<file path="config.mk">
export PLATFORM = sky130hd
export DESIGN_NAME = multicycle_main_control
export DESIGN_NICKNAME = d
export VERILOG_FILES = /design/src/rtl/mips_ctrl_pkg.sv /design/src/rtl/multicycle_main_control.sv
export SDC_FILE = /design/constraint.sdc
export NUM_CORES = 1
export LEC_CHECK = 0
export ABC_AREA = 0
export CAP_MARGIN = 30
export CORE_MARGIN = 4
export CORE_UTILIZATION = 26
export CTS_BUF_LIST = sky130_fd_sc_hd__clkbuf_8
export DETAILED_ROUTE_END_ITERATION = 8
export REMOVE_ABC_BUFFERS = 1
export SYNTH_ARGS = -nofsm -noshare
export SYNTH_HDL_FRONTEND = slang
export SYNTH_SLANG_ARGS = --single-unit
</file>
<file path="constraint.sdc">
create_clock -name clk -period 2.2 [get_ports clk]
set_clock_uncertainty 0.15 [all_clocks]
set_input_delay 0.44 -clock clk [delete_from_list [all_inputs] [get_ports clk]]
set_output_delay 0.44 -clock clk [all_outputs]
set_load 0.05 [all_outputs]
</file>
<file path="src/rtl/mips_ctrl_pkg.sv">
// Shared encodings for the multicycle MIPS control path:
// FSM states, opcodes, ALUOp, ALUSrcB, PCSource and the control bundle.
package mips_ctrl_pkg;

  typedef enum logic [3:0] {
    S_FETCH  = 4'd0,
    S_DECODE = 4'd1,
    S_MEMADR = 4'd2,
    S_MEMRD  = 4'd3,
    S_MEMWB  = 4'd4,
    S_MEMWR  = 4'd5,
    S_REXEC  = 4'd6,
    S_RWB    = 4'd7,
    S_BEQ    = 4'd8,
    S_ADDIEX = 4'd9,
    S_ADDIWB = 4'd10,
    S_JUMP   = 4'd11
  } state_t;

  localparam logic [5:0] OP_RTYPE = 6'b000000;
  localparam logic [5:0] OP_LW    = 6'b100011;
  localparam logic [5:0] OP_SW    = 6'b101011;
  localparam logic [5:0] OP_BEQ   = 6'b000100;
  localparam logic [5:0] OP_ADDI  = 6'b001000;
  localparam logic [5:0] OP_J     = 6'b000010;

  localparam logic [1:0] ALUOP_ADD   = 2'b00;
  localparam logic [1:0] ALUOP_SUB   = 2'b01;
  localparam logic [1:0] ALUOP_FUNCT = 2'b10;

  localparam logic [1:0] ASB_REGB  = 2'b00;
  localparam logic [1:0] ASB_FOUR  = 2'b01;
  localparam logic [1:0] ASB_IMM   = 2'b10;
  localparam logic [1:0] ASB_IMMSH = 2'b11;

  localparam logic [1:0] PCSRC_ALU    = 2'b00;
  localparam logic [1:0] PCSRC_ALUOUT = 2'b01;
  localparam logic [1:0] PCSRC_JUMP   = 2'b10;

  typedef struct packed {
    logic       pcwrite;
    logic       pcwritecond;
    logic       iord;
    logic       memread;
    logic       memwrite;
    logic       irwrite;
    logic       memtoreg;
    logic       regdst;
    logic       regwrite;
    logic       alusrca;
    logic [1:0] alusrcb;
    logic [1:0] aluop;
    logic [1:0] pcsource;
  } ctrl_t;

  function automatic logic is_supported(logic [5:0] op);
    return (op == OP_RTYPE) || (op == OP_LW) ||
           (op == OP_SW)    || (op == OP_BEQ) ||
           (op == OP_ADDI)  || (op == OP_J);
  endfunction

endpackage

</file>
<file path="src/rtl/multicycle_main_control.sv">
// Moore control FSM for the multicycle MIPS datapath.
// In: clk, rst, op. Out: per-state datapath controls, illegal_op, state_dbg.
module multicycle_main_control
  import mips_ctrl_pkg::*;
(
  input  logic       clk,
  input  logic       rst,
  input  logic [5:0] op,
  output logic       PCWrite,
  output logic       PCWriteCond,
  output logic       IorD,
  output logic       MemRead,
  output logic       MemWrite,
  output logic       IRWrite,
  output logic       MemtoReg,
  output logic       RegDst,
  output logic       RegWrite,
  output logic       ALUSrcA,
  output logic [1:0] ALUSrcB,
  output logic [1:0] ALUOp,
  output logic [1:0] PCSource,
  output logic       illegal_op,
  output logic [3:0] state_dbg
);

  // Plain 4-bit register so unused encodings stay observable.
  logic [3:0] state_q;
  logic [3:0] state_d;
  ctrl_t      c;
  ctrl_t      cg;

  always_ff @(posedge clk) begin
    if (rst) state_q <= S_FETCH;
    else     state_q <= state_d;
  end

  always_comb begin
    state_d = S_FETCH;
    case (state_q)
      S_FETCH:  state_d = S_DECODE;
      S_DECODE: begin
        case (op)
          OP_LW,
          OP_SW:    state_d = S_MEMADR;
          OP_RTYPE: state_d = S_REXEC;
          OP_BEQ:   state_d = S_BEQ;
          OP_ADDI:  state_d = S_ADDIEX;
          OP_J:     state_d = S_JUMP;
          default:  state_d = S_FETCH;
        endcase
      end
      S_MEMADR: state_d = (op == OP_LW) ? S_MEMRD : S_MEMWR;
      S_MEMRD:  state_d = S_MEMWB;
      S_REXEC:  state_d = S_RWB;
      S_ADDIEX: state_d = S_ADDIWB;
      default:  state_d = S_FETCH;
    endcase
  end

  always_comb begin
    c = '0;
    case (state_q)
      S_FETCH: begin
        c.memread  = 1'b1;
        c.irwrite  = 1'b1;
        c.pcwrite  = 1'b1;
        c.alusrcb  = ASB_FOUR;
        c.aluop    = ALUOP_ADD;
        c.pcsource = PCSRC_ALU;
      end
      S_DECODE: begin
        c.alusrcb = ASB_IMMSH;
        c.aluop   = ALUOP_ADD;
      end
      S_MEMADR, S_ADDIEX: begin
        c.alusrca = 1'b1;
        c.alusrcb = ASB_IMM;
        c.aluop   = ALUOP_ADD;
      end
      S_MEMRD: begin
        c.memread = 1'b1;
        c.iord    = 1'b1;
      end
      S_MEMWB: begin
        c.regwrite = 1'b1;
        c.memtoreg = 1'b1;
      end
      S_MEMWR: begin
        c.memwrite = 1'b1;
        c.iord     = 1'b1;
      end
      S_REXEC: begin
        c.alusrca = 1'b1;
        c.alusrcb = ASB_REGB;
        c.aluop   = ALUOP_FUNCT;
      end
      S_RWB: begin
        c.regwrite = 1'b1;
        c.regdst   = 1'b1;
      end
      S_BEQ: begin
        c.alusrca     = 1'b1;
        c.alusrcb     = ASB_REGB;
        c.aluop       = ALUOP_SUB;
        c.pcwritecond = 1'b1;
        c.pcsource    = PCSRC_ALUOUT;
      end
      S_ADDIWB: c.regwrite = 1'b1;
      S_JUMP: begin
        c.pcwrite  = 1'b1;
        c.pcsource = PCSRC_JUMP;
      end
      default: c = '0;
    endcase
  end

  // Reset gates every strobe so nothing reaches memory, PC or regfile.
  assign cg = rst ? '0 : c;

  assign PCWrite     = cg.pcwrite;
  assign PCWriteCond = cg.pcwritecond;
  assign IorD        = cg.iord;
  assign MemRead     = cg.memread;
  assign MemWrite    = cg.memwrite;
  assign IRWrite     = cg.irwrite;
  assign MemtoReg    = cg.memtoreg;
  assign RegDst      = cg.regdst;
  assign RegWrite    = cg.regwrite;
  assign ALUSrcA     = cg.alusrca;
  assign ALUSrcB     = cg.alusrcb;
  assign ALUOp       = cg.aluop;
  assign PCSource    = cg.pcsource;

  assign illegal_op = !rst && (state_q == S_DECODE) &&
                      !is_supported(op);

  assign state_dbg = rst ? 4'(S_FETCH) : state_q;

endmodule

</file>
==> results.toml <==
[clock_network]
clkTransAtPathRegs_ps = 30
cts_tree = "done"
cts_root_buf = "clkbuf_8"
cts_buffer_depth = 2
postCtsHoldBufs = 0
clkSinkCount = 4
worstSkewPairLatency_ps = 220
htree_levels = 1
numCtsBuffers = 3
post-cts-setup-buffers = 0

[timing]
fin_setup_tns_ps = 0
setup_ws_ps = 66.1
finalHoldViolations = 0
rsz0062_at_grt = "yes"
period_share_pct = 97.0
slew_violations = 0
min_period_ps = 2130
setup_viol = 0
max_slew_margin_pct = 76.6
worst_pin_slew_ps = 351
hold_ws_ps = 498
max_freq_ghz = 0.469

[floorplan]
die_w_um = 51.9
ioPinCount = 29
die-height_um = 51.9
die-area_um2 = 2700
core-area_um2 = 1780
start_util_pct = 28.1
fp-row-count = 15

[layout]
final_common_cell = "buf_4"
diodes = 0
drive_above_1_share_pct = 45.7
reg_top3 = "state_q x4"
largest_reg_flops = 4
fill_cells = 137
final_cell_mix = "23 x buf_4, 21 x buf_12, 14 x nor2_1"
max_flop_register = "state_q"
area_delta_synth_final_pct = 149
nets = 137

[detailed_routing]
route.detailed.vias_per_inst = 4.93
drcViolationCount = 0
ant_nets = 0
wl_um = 1880
vias = 750
drt-initial-drc-count = 16
first_pass_iters = 4
wl_per_cell_um = 12.3

[min_path]
hold_path.class = "reg2reg"
min_from = "state_q[3]"

[worst_setup_path]
worstPathRequired_ps = 1610
critical_path_class = "in2out"
end_kind = "output port"
start_kind = "input port"
critPathArrivalTime_ps = 1540
timing.rr.start = "state_q[2]"
cp_max_fo = 4
startpoint = "rst"

[synthesis]
synthArstFlopShare_pct = 0
yosys_warnings = 0
syn_inst = 78
synth_edf_count = 0
synth_ff_type = "dfxtp_1"
post_synth_and_or_nand_nor_area_fraction_pct = 46.6
synth_seq_cells = 4
ys_seq_area_share_pct = 16.0
syn_avg_cell_area_um2 = 6.43
synth_adder_area_share_pct = 0
synthMuxAreaShare_pct = 0
synth_compound_area_share_pct = 23.4
synth_top_area_cell = "dfxtp_1"
synth.distinct_cells = 29
synth_xor_area_share_pct = 6.98
synthTopCellsByArea = "dfxtp_1 16%, nor2_1 12%, nor3_1 7.0%"
synth_top_family_by_area = "simple AND/OR/NAND/NOR gates"
synth_top_area_share_pct = 16.0
synth_area_um2 = 502

[global_route]
grt_pass1_vias = 736
grt_max_degree = 14
antenna_found_initial = 0
grt.total_usage_pct = 14.1
grt_first_pass_wirelength_um = 2950
grt_overflow = 0

[pwr]
ir_drop_mv = 0.266
leakage_nw = 0.530
power_density_nw_per_um2 = 330

[placed_design]
pre_cts_slack_ps = -181
io_buffers = 28
hpwl_um = 1470
gp_congestion = 0.838

[outcome]
status = "complete, no violations"

[job]
maxCapViolCount = 0
-- synthesized netlist by cell type (2+ instances only) --
cell,number
nand2_1,3
or3_1,3
a21oi_1,4
buf_2,4
xor2_1,4
nand3_1,4
dfxtp_1,4
nor2_1,16
nor4_1,2
o21ai_0,2
nor3_1,7
nand2b_1,4
nor2b_1,5
-- cell type report --
class                           count  area [um2]  area share (%)
Timing Repair Buffer               52         674            53.9
Clock buffer                        3        41.3            3.30
Tap cell                           25        31.3            2.50
Inverter                            1        3.75           0.300
Multi-Input combinational cell     67         419            33.5
Sequential cell                     4        81.3            6.50
-- through the flow --
| stage | power (mW) | instances | instance area (um2) | util [%] |
|---|---|---|---|---|
| detailed placement | 0.257 | 149 | 1170 | 65.8 |
| finish | 0.413 | 152 | 1250 | 70.2 |
| global placement | 0.255 | 149 | 1170 | 65.8 |
| floorplan | 0.151 | 72 | 470 | - |
| global route | 0.429 | 152 | 1250 | 70.2 |
| CTS | 0.413 | 152 | 1230 | 68.9 |
-- worst max-delay path, stage by stage --
cell and delay, ps:
dlygate4sd2_1 260, or3_4 350, buf_6 130, nor3_2 90, buf_4 140, buf_12 120
-- power by group --
group	leakage (nW)	total (mW)	switching [mW]	internal [mW]
Sequential	0.0331	0.0811	0.00571	0.0754
Combinational	0.475	0.178	0.0885	0.0898
Clock	0.0216	0.154	0.0370	0.117
Total	0.530	0.413	0.131	0.282
-- layer usage --
metal  track usage [%]  routed length (um)
met5                 0                   0
met4              6.99                  30
met3              2.29                 169
met2              27.6                 965
met1              13.9                 710
-- cell families after synthesis --
| family | Yosys count |
|---|---|
| AND/OR/NAND/NOR | 47 |
| AO/OA/AOI/OAI | 16 |
| buffers and inverters | 7 |
| XOR/XNOR | 4 |
| flip-flops | 4 |
-- final timing paths --
check               end  slack, ps  cells after the start
min reg2reg  state_q[3]        500                      2
max reg2reg  state_q[1]        700                      5
min          state_q[3]        500                      2
max             MemRead         70                      6
-- timing repair --
action	4_1_cts	5_1_grt
gates resized for setup	9	7
pin swaps	3	3
endpoints found under the setup margin	12	8
Note: power is estimated with default switching activity, not from simulation.
